## config.mk

```make
export PLATFORM = sky130hd
export DESIGN_NAME = decode
export DESIGN_NICKNAME = d
export VERILOG_FILES = /design/src/rtl/decode.sv
export SDC_FILE = /design/constraint.sdc
export NUM_CORES = 2
export LEC_CHECK = 0
export CAP_MARGIN = 20
export CELL_PAD_IN_SITES_DETAIL_PLACEMENT = 1
export CELL_PAD_IN_SITES_GLOBAL_PLACEMENT = 1
export CORE_MARGIN = 2
export CORE_UTILIZATION = 49
export CTS_CLUSTER_DIAMETER = 80
export DETAILED_ROUTE_END_ITERATION = 8
export GPL_TIMING_DRIVEN = 1
export PLACE_DENSITY = 0.87
export SLEW_MARGIN = 5
export SYNTH_ARGS = -nofsm -noshare
export SYNTH_HDL_FRONTEND = slang
export SYNTH_SLANG_ARGS = --single-unit
```

## constraint.sdc

```tcl
create_clock -name clk -period 8 [get_ports clk]
set_input_delay 1.2 -clock clk [delete_from_list [all_inputs] [get_ports clk]]
set_output_delay 1.2 -clock clk [all_outputs]
set_load 0.01 [all_outputs]
```

## src/rtl/decode.sv

```systemverilog
// ---------------------------------------------------------------------------
// decode -- instruction decode / register-fetch stage of a five-stage
// pipeline.
//
// Function
//   * Holds the IF/RF pipeline register (pc_rf, ir_rf).
//   * Reads two operands from a 32x32 register file. R31 always reads as
//     zero. Each operand has a bypass path from the ALU, MEM and WB stages.
//   * Detects load-use hazards and inserts a one-cycle bubble.
//   * Drives the branch and jump controls back to fetch.
//   * Produces the registered RF/ALU pipeline outputs.
//
// Ports
//   clk, rst                   clock; asynchronous active-high reset
//   pc_in, ir_in               PC+4 and instruction from fetch
//   alu_wr/alu_is_ld/alu_rc    ALU-stage writeback valid, load flag,
//                              destination register
//   alu_data                   ALU-stage bypass data
//   mem_wr/mem_rc/mem_data     MEM-stage writeback valid, destination, data
//   wb_wr/wb_rc/wb_data        WB-stage register-file write port
//   stall, zr, ill_op,
//   op_jmp, op_beq, op_bne     combinational controls to fetch
//   br_addr, j_addr            branch and jump targets to fetch
//   pc_out, ir_out,
//   a_out, b_out, d_out        registered RF/ALU pipeline outputs
// ---------------------------------------------------------------------------
module decode #(
    parameter logic [31:0] PC_RESET_ADDR   = 32'h0000_0000,
    // Default NOP encoding: ADD(R31,R31,R31)
    parameter logic [31:0] INST_NOP        = 32'h83FF_F800,
    // Default exception encoding: BNE(R31,0,R30), which traps via XP
    parameter logic [31:0] INST_BNE_EXCEPT = 32'h7BDF_0000
) (
    input  logic        clk,
    input  logic        rst,
    input  logic [31:0] pc_in,
    input  logic [31:0] ir_in,
    input  logic        alu_wr,
    input  logic        alu_is_ld,
    input  logic [4:0]  alu_rc,
    input  logic [31:0] alu_data,
    input  logic        mem_wr,
    input  logic [4:0]  mem_rc,
    input  logic [31:0] mem_data,
    input  logic        wb_wr,
    input  logic [4:0]  wb_rc,
    input  logic [31:0] wb_data,
    output logic        stall,
    output logic        zr,
    output logic        ill_op,
    output logic        op_jmp,
    output logic        op_beq,
    output logic        op_bne,
    output logic [31:0] br_addr,
    output logic [31:0] j_addr,
    output logic [31:0] pc_out,
    output logic [31:0] ir_out,
    output logic [31:0] a_out,
    output logic [31:0] b_out,
    output logic [31:0] d_out
);

    localparam logic [5:0] OP_LD  = 6'h18;
    localparam logic [5:0] OP_ST  = 6'h19;
    localparam logic [5:0] OP_JMP = 6'h1B;
    localparam logic [5:0] OP_BEQ = 6'h1D;
    localparam logic [5:0] OP_BNE = 6'h1E;
    localparam logic [5:0] OP_LDR = 6'h1F;
    localparam logic [4:0] R_ZERO = 5'd31;

    // IF/RF pipeline register
    logic [31:0] pc_rf;
    logic [31:0] ir_rf;

    // Instruction fields
    logic [5:0]  opcode;
    logic [4:0]  rc;
    logic [4:0]  ra;
    logic [4:0]  rb;
    logic [15:0] lit;
    logic [31:0] sxt;

    assign opcode = ir_rf[31:26];
    assign rc     = ir_rf[25:21];
    assign ra     = ir_rf[20:16];
    assign rb     = ir_rf[15:11];
    assign lit    = ir_rf[15:0];
    assign sxt    = {{16{lit[15]}}, lit};

    // Register file. Contents are not reset, and writes to R31 are dropped.
    // The read is combinational because both the bypass network and the
    // branch decision need the operand in the same cycle.
    logic [31:0] regs [0:31];

    always_ff @(posedge clk) begin
        if (wb_wr && wb_rc != R_ZERO) begin
            regs[wb_rc] <= wb_data;
        end
    end

    // Two operand ports. Port 0 reads ra. Port 1 reads rc for ST, because
    // ST needs the store data register, and rb for every other instruction.
    // Bypass priority is youngest producer first: ALU, then MEM, then WB.
    // The WB bypass also covers a write and a read of the same register in
    // one cycle.
    for (genvar gi = 0; gi < 2; gi++) begin : g_port
        logic [4:0]  sel;
        logic [31:0] val;

        if (gi == 0) begin : g_a
            assign sel = ra;
        end else begin : g_b
            assign sel = (opcode == OP_ST) ? rc : rb;
        end

        always_comb begin
            val = 32'd0;
            if (sel == R_ZERO) begin
                val = 32'd0;
            end else if (alu_wr && alu_rc == sel) begin
                val = alu_data;
            end else if (mem_wr && mem_rc == sel) begin
                val = mem_data;
            end else if (wb_wr && wb_rc == sel) begin
                val = wb_data;
            end else begin
                val = regs[sel];
            end
        end
    end

    logic [31:0] port_a;
    logic [31:0] port_b;
    assign port_a = g_port[0].val;
    assign port_b = g_port[1].val;

    // Opcode classification.
    // Every operate-class opcode (0x20-0x3F) is legal except those whose
    // low three bits are all ones.
    logic legal;
    logic reads_a;
    logic reads_b;
    logic uses_lit;

    assign legal = (opcode[5] && opcode[2:0] != 3'b111) ||
                   opcode == OP_LD  || opcode == OP_ST  ||
                   opcode == OP_JMP || opcode == OP_BEQ ||
                   opcode == OP_BNE || opcode == OP_LDR;

    // LDR addresses relative to the PC, so it is the only instruction that
    // does not read ra.
    assign reads_a  = (opcode != OP_LDR);
    assign reads_b  = (opcode >= 6'h20 && opcode <= 6'h2E) || opcode == OP_ST;
    assign uses_lit = (opcode[5:4] == 2'b11) || opcode == OP_LD ||
                      opcode == OP_ST || opcode == OP_LDR;

    // Load-use hazard. The load result is not available until MEM, so the
    // consumer waits in IF/RF for one cycle and then takes the MEM bypass.
    assign stall = alu_is_ld && alu_wr && (alu_rc != R_ZERO) &&
                   ((reads_a && alu_rc == ra) ||
                    (reads_b && alu_rc == g_port[1].sel));

    // Fetch controls
    assign op_jmp  = !stall && (opcode == OP_JMP);
    assign op_beq  = !stall && (opcode == OP_BEQ);
    assign op_bne  = !stall && (opcode == OP_BNE);
    assign ill_op  = !stall && !legal;
    assign zr      = (port_a == 32'd0);
    assign br_addr = pc_rf + {sxt[29:0], 2'b00};
    assign j_addr  = {port_a[31:2], 2'b00};

    // Second ALU operand: the literal for immediate, load and store forms,
    // a word offset for LDR, and the register otherwise.
    logic [31:0] b_sel;
    always_comb begin
        b_sel = port_b;
        if (opcode == OP_LDR) begin
            b_sel = {sxt[29:0], 2'b00};
        end else if (uses_lit) begin
            b_sel = sxt;
        end
    end

    // IF/RF and RF/ALU pipeline registers
    always_ff @(posedge clk or posedge rst) begin
        if (rst) begin
            pc_rf  <= PC_RESET_ADDR;
            ir_rf  <= INST_NOP;
            pc_out <= PC_RESET_ADDR;
            ir_out <= INST_NOP;
            a_out  <= 32'd0;
            b_out  <= 32'd0;
            d_out  <= 32'd0;
        end else begin
            if (!stall) begin
                pc_rf <= pc_in;
                ir_rf <= ir_in;
            end
            pc_out <= pc_rf;
            if (stall) begin
                // Bubble. The stalled instruction stays in IF/RF.
                ir_out <= INST_NOP;
                a_out  <= 32'd0;
                b_out  <= 32'd0;
                d_out  <= 32'd0;
            end else if (!legal) begin
                // Illegal instruction: replace it with the exception branch.
                ir_out <= INST_BNE_EXCEPT;
                a_out  <= 32'd0;
                b_out  <= 32'd0;
                d_out  <= 32'd0;
            end else begin
                ir_out <= ir_rf;
                a_out  <= (opcode == OP_LDR) ? pc_rf : port_a;
                b_out  <= b_sel;
                d_out  <= port_b;
            end
        end
    end

endmodule
```

Word level (Yosys, flattened, before mapping). Memories as Yosys holds them, arrays and structs flattened. Index checks and enable logic that the tools add are counted.

$add $sub $neg: 1. Order comparisons: 2. Equality and inequality tests: 19. Muxes and demuxes: 22. Reduce and logical (&&, ||, !) cells: 32.

Operators with widths (count): $mux 32 (19); $eq 6x5->1 const B (6); $add 32x32->32 (1); $logic_not 32->1 (1); $eq 5x5->1 (6); $logic_and 1x1->1 (18); $logic_or 1x1->1 (11); $eq 5x5->1 const B (2); $ne 5x5->1 const B (2); $ge 6x6->1 const B (1); $le 6x6->1 const B (1); $ne 6x5->1 const B (1); $mux 5 (1); $ne 3x3->1 const B (1); $eq 2x2->1 const B (1); $logic_not 1->1 (2); $mux 1 (2).

Register bits: 224. Bits in writable memories: 1024. Input bits: 181. Output and inout bits: 230. Logic and storage cells: 84. Memories kept: 1.

Memories: regs (depth 32, width 32, read ports 2, clocked after Yosys merged registers in 0, wr ports 1, RTL line 93) `logic [31:0] regs [0:31];`.

Depth between registers and ports, before layout.
Word-level depth: 12. Gate-level depth with buffers: 16. Gate-level depth less buffers: 12.

Worst setup path before layout. No wires, ideal clock.

Kind: input to output. Start point: input wb_rc[0]. End point: output zr. Arrival: 3640 ps. Slack: 3160 ps. Stages: 10. Path through: clkbuf_1 > xnor2_1 > nand4_1 > nor2_1 > nand3_1 > o221ai_1 > inv_1 > or4_1 > nor4_1 > nor3b_2.

Word-level cells in the longest chain between the ends: 7.

RTL lines: start, declared (RTL line 46) `input logic [4:0] wb_rc,`; $eq 5x5->1 (RTL line 124) `end else if (wb_wr && wb_rc == sel) begin`; $logic_and 1x1->1 (RTL line 124); $mux 32 (RTL line 124); $mux 32 (RTL line 122) `end else if (mem_wr && mem_rc == sel) begin`; $mux 32 (RTL line 120) `end else if (alu_wr && alu_rc == sel) begin`; $mux 32 (RTL line 118) `if (sel == R_ZERO) begin`; via j_addr[27] (RTL line 55) `output logic [31:0] j_addr,`; $logic_not 32->1 (RTL line 168) `assign zr = (port_a == 32'd0);`; end, declared (RTL line 49) `output logic zr,`.

The timed path passes the listed nets, and every way through them passes these cells.

Worst setup path after layout.
Start point: register ir_rf[17]. End point: output zr.

Word-level cells in the longest chain between the ends: 7.

RTL lines: start, declared (RTL line 73) `logic [31:0] ir_rf;`; start signal, assigned (RTL line 197) `ir_rf <= ir_in;`; branches (longest 5 deep; another with $mem_v2 32x32); $mux 32 * (RTL line 118); $logic_not 32->1 * (RTL line 168).

Every way passes the cells marked *.

==> impl_results.md <==
- Status: complete, no violations
- Final clock period utilization by the worst path: 99.9%
- Final hold violation count: 0
- Max Fclk: 125 MHz
- Starting DRT DRC Count: 9469
- Max-Slew Margin vs Limit: 8.68%
- Starting Density: 49.5%
- Vias/cell: 7.50
- Clock Pin Slew Worst Setup and Hold Paths: 0.06 ns
- Post-layout util: 58.1%
- Syn Area/Cell: 12.9 µm²
- Worst hold stages: 0
- Highest Signal Layer: met5
- Final-layout fill cell count: 11800
- Initial antenna violation count: 25
- Sequential area share after synthesis: 60.3%
- I/O Pins: 411
- Reg2reg start: ir_rf[26]$_DFFE_PP0N_
- Worst Hold Path EP: pc_out[0]$_DFF_PP0_
- PortBufs: 408
- Core area: 122000 µm²
- R2R depth: 10
- Startpoint Class: flip-flop
- # DRC: 0
- Met3 wire len: 43.5 mm
- Worst Path Arrival: 6.79 ns
- Pwr Density: 224 nW/µm²
- Skew final: 0.0402 ns
- RSZ-0062 raised after global routing: no
- Site row count: 128
- Min-delay src: pc_rf[0]$_DFFE_PP0N_
- Final wirelength: 273 mm
- P_leak: 25.4 nW
- H-tree Lvls: 4
- Maximum vdd drop: 0.000197 V
- Final setup TNS: 0 ns
- Tmin final: 7.99 ns
- Slew Limit Fails: 0
- DRT met1 WL: 83.9 mm
- FF-to-FF End: b_out[17]$_DFF_PP0_
- Layout cells sized above 1: 14.9%
- Critical Path RT: 6.80 ns
- DR WL/cell: 40.2 µm
- Number of buffers created by CTS: 131
- Final HPWL from detailed placement: 166 mm
- Library cells used by synthesis: 91
- GRT Util Overall: 42.3%
- Worst skew pair latency: 0.80 ns
- Root Driver: clkbuf_16
- Main synth FF type: edfxtp_1
- EDFF count, synth: 1024
- Max Cap Viol: 0
- CP max FO: 47
- Cells after Synth: 4689
- Routed length on met2: 117 mm
- CTS tree: done
- Asr flop ratio synth: 17.9%
- Area Growth Syn to Fin: 17.4%
- Mapped Area: 60400 µm²
- Reg2reg setup slack: 1.28 ns
- Post-synthesis register bit count: 1248
- GRT Residual Overflow: 0
- Yosys Warn Count: 0
- Worst-Margin Slew: 1.36 ns
- Net count, final: 5268
- Most common cell after layout, fill and taps aside: edfxtp_1
- Global-route wire length before repair: 380 mm
- Commonest cells after routing, fill and taps aside: edfxtp_1, nand2_1, clkdlybuf4s50_1
- Post-route ant nets: 0
- Max Root-Sink Buffers: 3
- Via count: 50900
- Hold/Removal Path Class: reg2reg
- Crit path kind: reg2out
- Vias in the first global route: 52000
- Largest net degree at the start of global routing: 122
- Final setup viols: 0
- Total clock sinks: 1248
- Die width: 355 µm
- Critical path endpoint category: output pin
- Chip Height: 355 µm
- Number of detailed-route iterations in the first pass: 9
- GP Congestion: 0.990
- Die area: 126000 µm²
cells by family after synthesis:
family                     synth area share, %
AOI/OAI and AO/OA                         9.44
xor gates and xnor gates                 0.740
adders and majority gates                0.634
buffers and inverters                     3.46
DFF                                       60.3
muxes                                     13.8
other                                  0.00621
and+or+nand+nor                           11.6
per-stage QoR:
step / area (µm²) / total power [W] / hold slack [ns] / std cells / setup WS, ns
final: 70900 / 0.0159 / 0.473 / 6788 / 0.00673
after global routing: 70800 / 0.0161 / 0.472 / 6781 / 0.0669
after CTS: 70800 / 0.0157 / 0.464 / 6775 / 0.0936
after detailed placement: 66700 / 0.00982 / 0.450 / 6546 / 0.569
after global placement: 66700 / 0.00973 / 0.441 / 6545 / 0.518
after floorplan: 60500 / 0.00857 / 0.390 / 4722 / 0.718
sequential cells by signal (all words and copies together), names as in the netlist:
signal and flops:
a_out 32, b_out 32, d_out 32, ir_out 32, ir_rf 32, pc_out 32, pc_rf 32, regs 1024
cells in the mapped netlist, types with 34 or more instances:
cell type / n / share of area [%]
nand4_1: 76 / 0.79
edfxtp_1: 1024 / 51
inv_1: 66 / 0.41
clkbuf_1: 168 / 1.0
buf_2: 142 / 1.2
nor2_1: 137 / 0.85
mux2i_1: 278 / 4.6
dfrtp_1: 192 / 8.0
xnor2_1: 34 / 0.49
a22oi_1: 50 / 0.62
mux4_2: 182 / 6.8
and3_1: 68 / 0.70
a21oi_1: 135 / 1.1
mux2_2: 97 / 1.8
o21ai_0: 148 / 1.2
a31oi_1: 125 / 1.3
a32oi_1: 35 / 0.51
nand3_1: 344 / 2.9
nand2_1: 700 / 4.4
o22ai_1: 41 / 0.42
per-layer routing:
| metal | GRT usage [%] | vias up |
|---|---|---|
| met1 | 47.8 | 25000 |
| met5 | 0.906 | - |
| met4 | 35.8 | 32 |
| met2 | 62.3 | 5330 |
| met3 | 17.5 | 1744 |
| li1 | - | 18900 |
how the worst max path moves through the flow:
| stage | endpoint | depth (start not counted) | startpoint | slack (ns) |
|---|---|---|---|---|
| finish | zr | 13 | ir_rf[17]$_DFFE_PP1N_ | 0.007 |
| global route | zr | 13 | ir_rf[17]$_DFFE_PP1N_ | 0.07 |
| floorplan | a_out[0]$_DFF_PP0_ | 1 | rst | 0.72 |
| detailed placement | zr | 13 | alu_rc[4] | 0.57 |
| global placement | zr | 13 | alu_rc[4] | 0.52 |
| CTS | zr | 12 | ir_rf[16]$_DFFE_PP1N_ | 0.09 |
repair_timing:
| item | 4_1_cts | 5_1_grt |
|---|---|---|
| setup buffers | 0 | 1 |
| hold buffers | 0 | 0 |
| gates resized for setup | 0 | 1 |
| endpoints found under the setup margin | 0 | 1 |
cell type report:
| class | instances | area, µm² | share of cell area [%] |
|---|---|---|---|
| Inverter | 67 | 259 | 0.365 |
| Sequential cell | 1248 | 36400 | 51.4 |
| Clock buffer | 173 | 3610 | 5.10 |
| Multi-Input combinational cell | 3023 | 22500 | 31.7 |
| Tap cell | 1625 | 2030 | 2.87 |
| Clock inverter | 56 | 438 | 0.618 |
| Antenna cell | 10 | 25.0 | 0.0353 |
| Timing Repair Buffer | 586 | 5630 | 7.94 |
report_power, final:
part	leakage [nW]	internal (W)	switching (W)
clock	1.98	0.00337	0.00267
sequential	12.0	0.00723	0.000168
combinational	11.4	0.000916	0.00156
critical path, stage by stage (launching register included):
cell and delay [ns]:
dfstp_4 1.19, buf_4 0.43, buf_4 0.27, mux4_2 0.33, mux2_2 0.27, nand2_1 0.07, nand4_1 0.50, o221ai_1 0.48
nor4bb_1 0.50, buf_4 0.22, nand4_1 0.09, nor4_1 0.16, nor3b_2 0.78, clkdlybuf4s50_1 0.70
(Power assumes the default switching activity.)
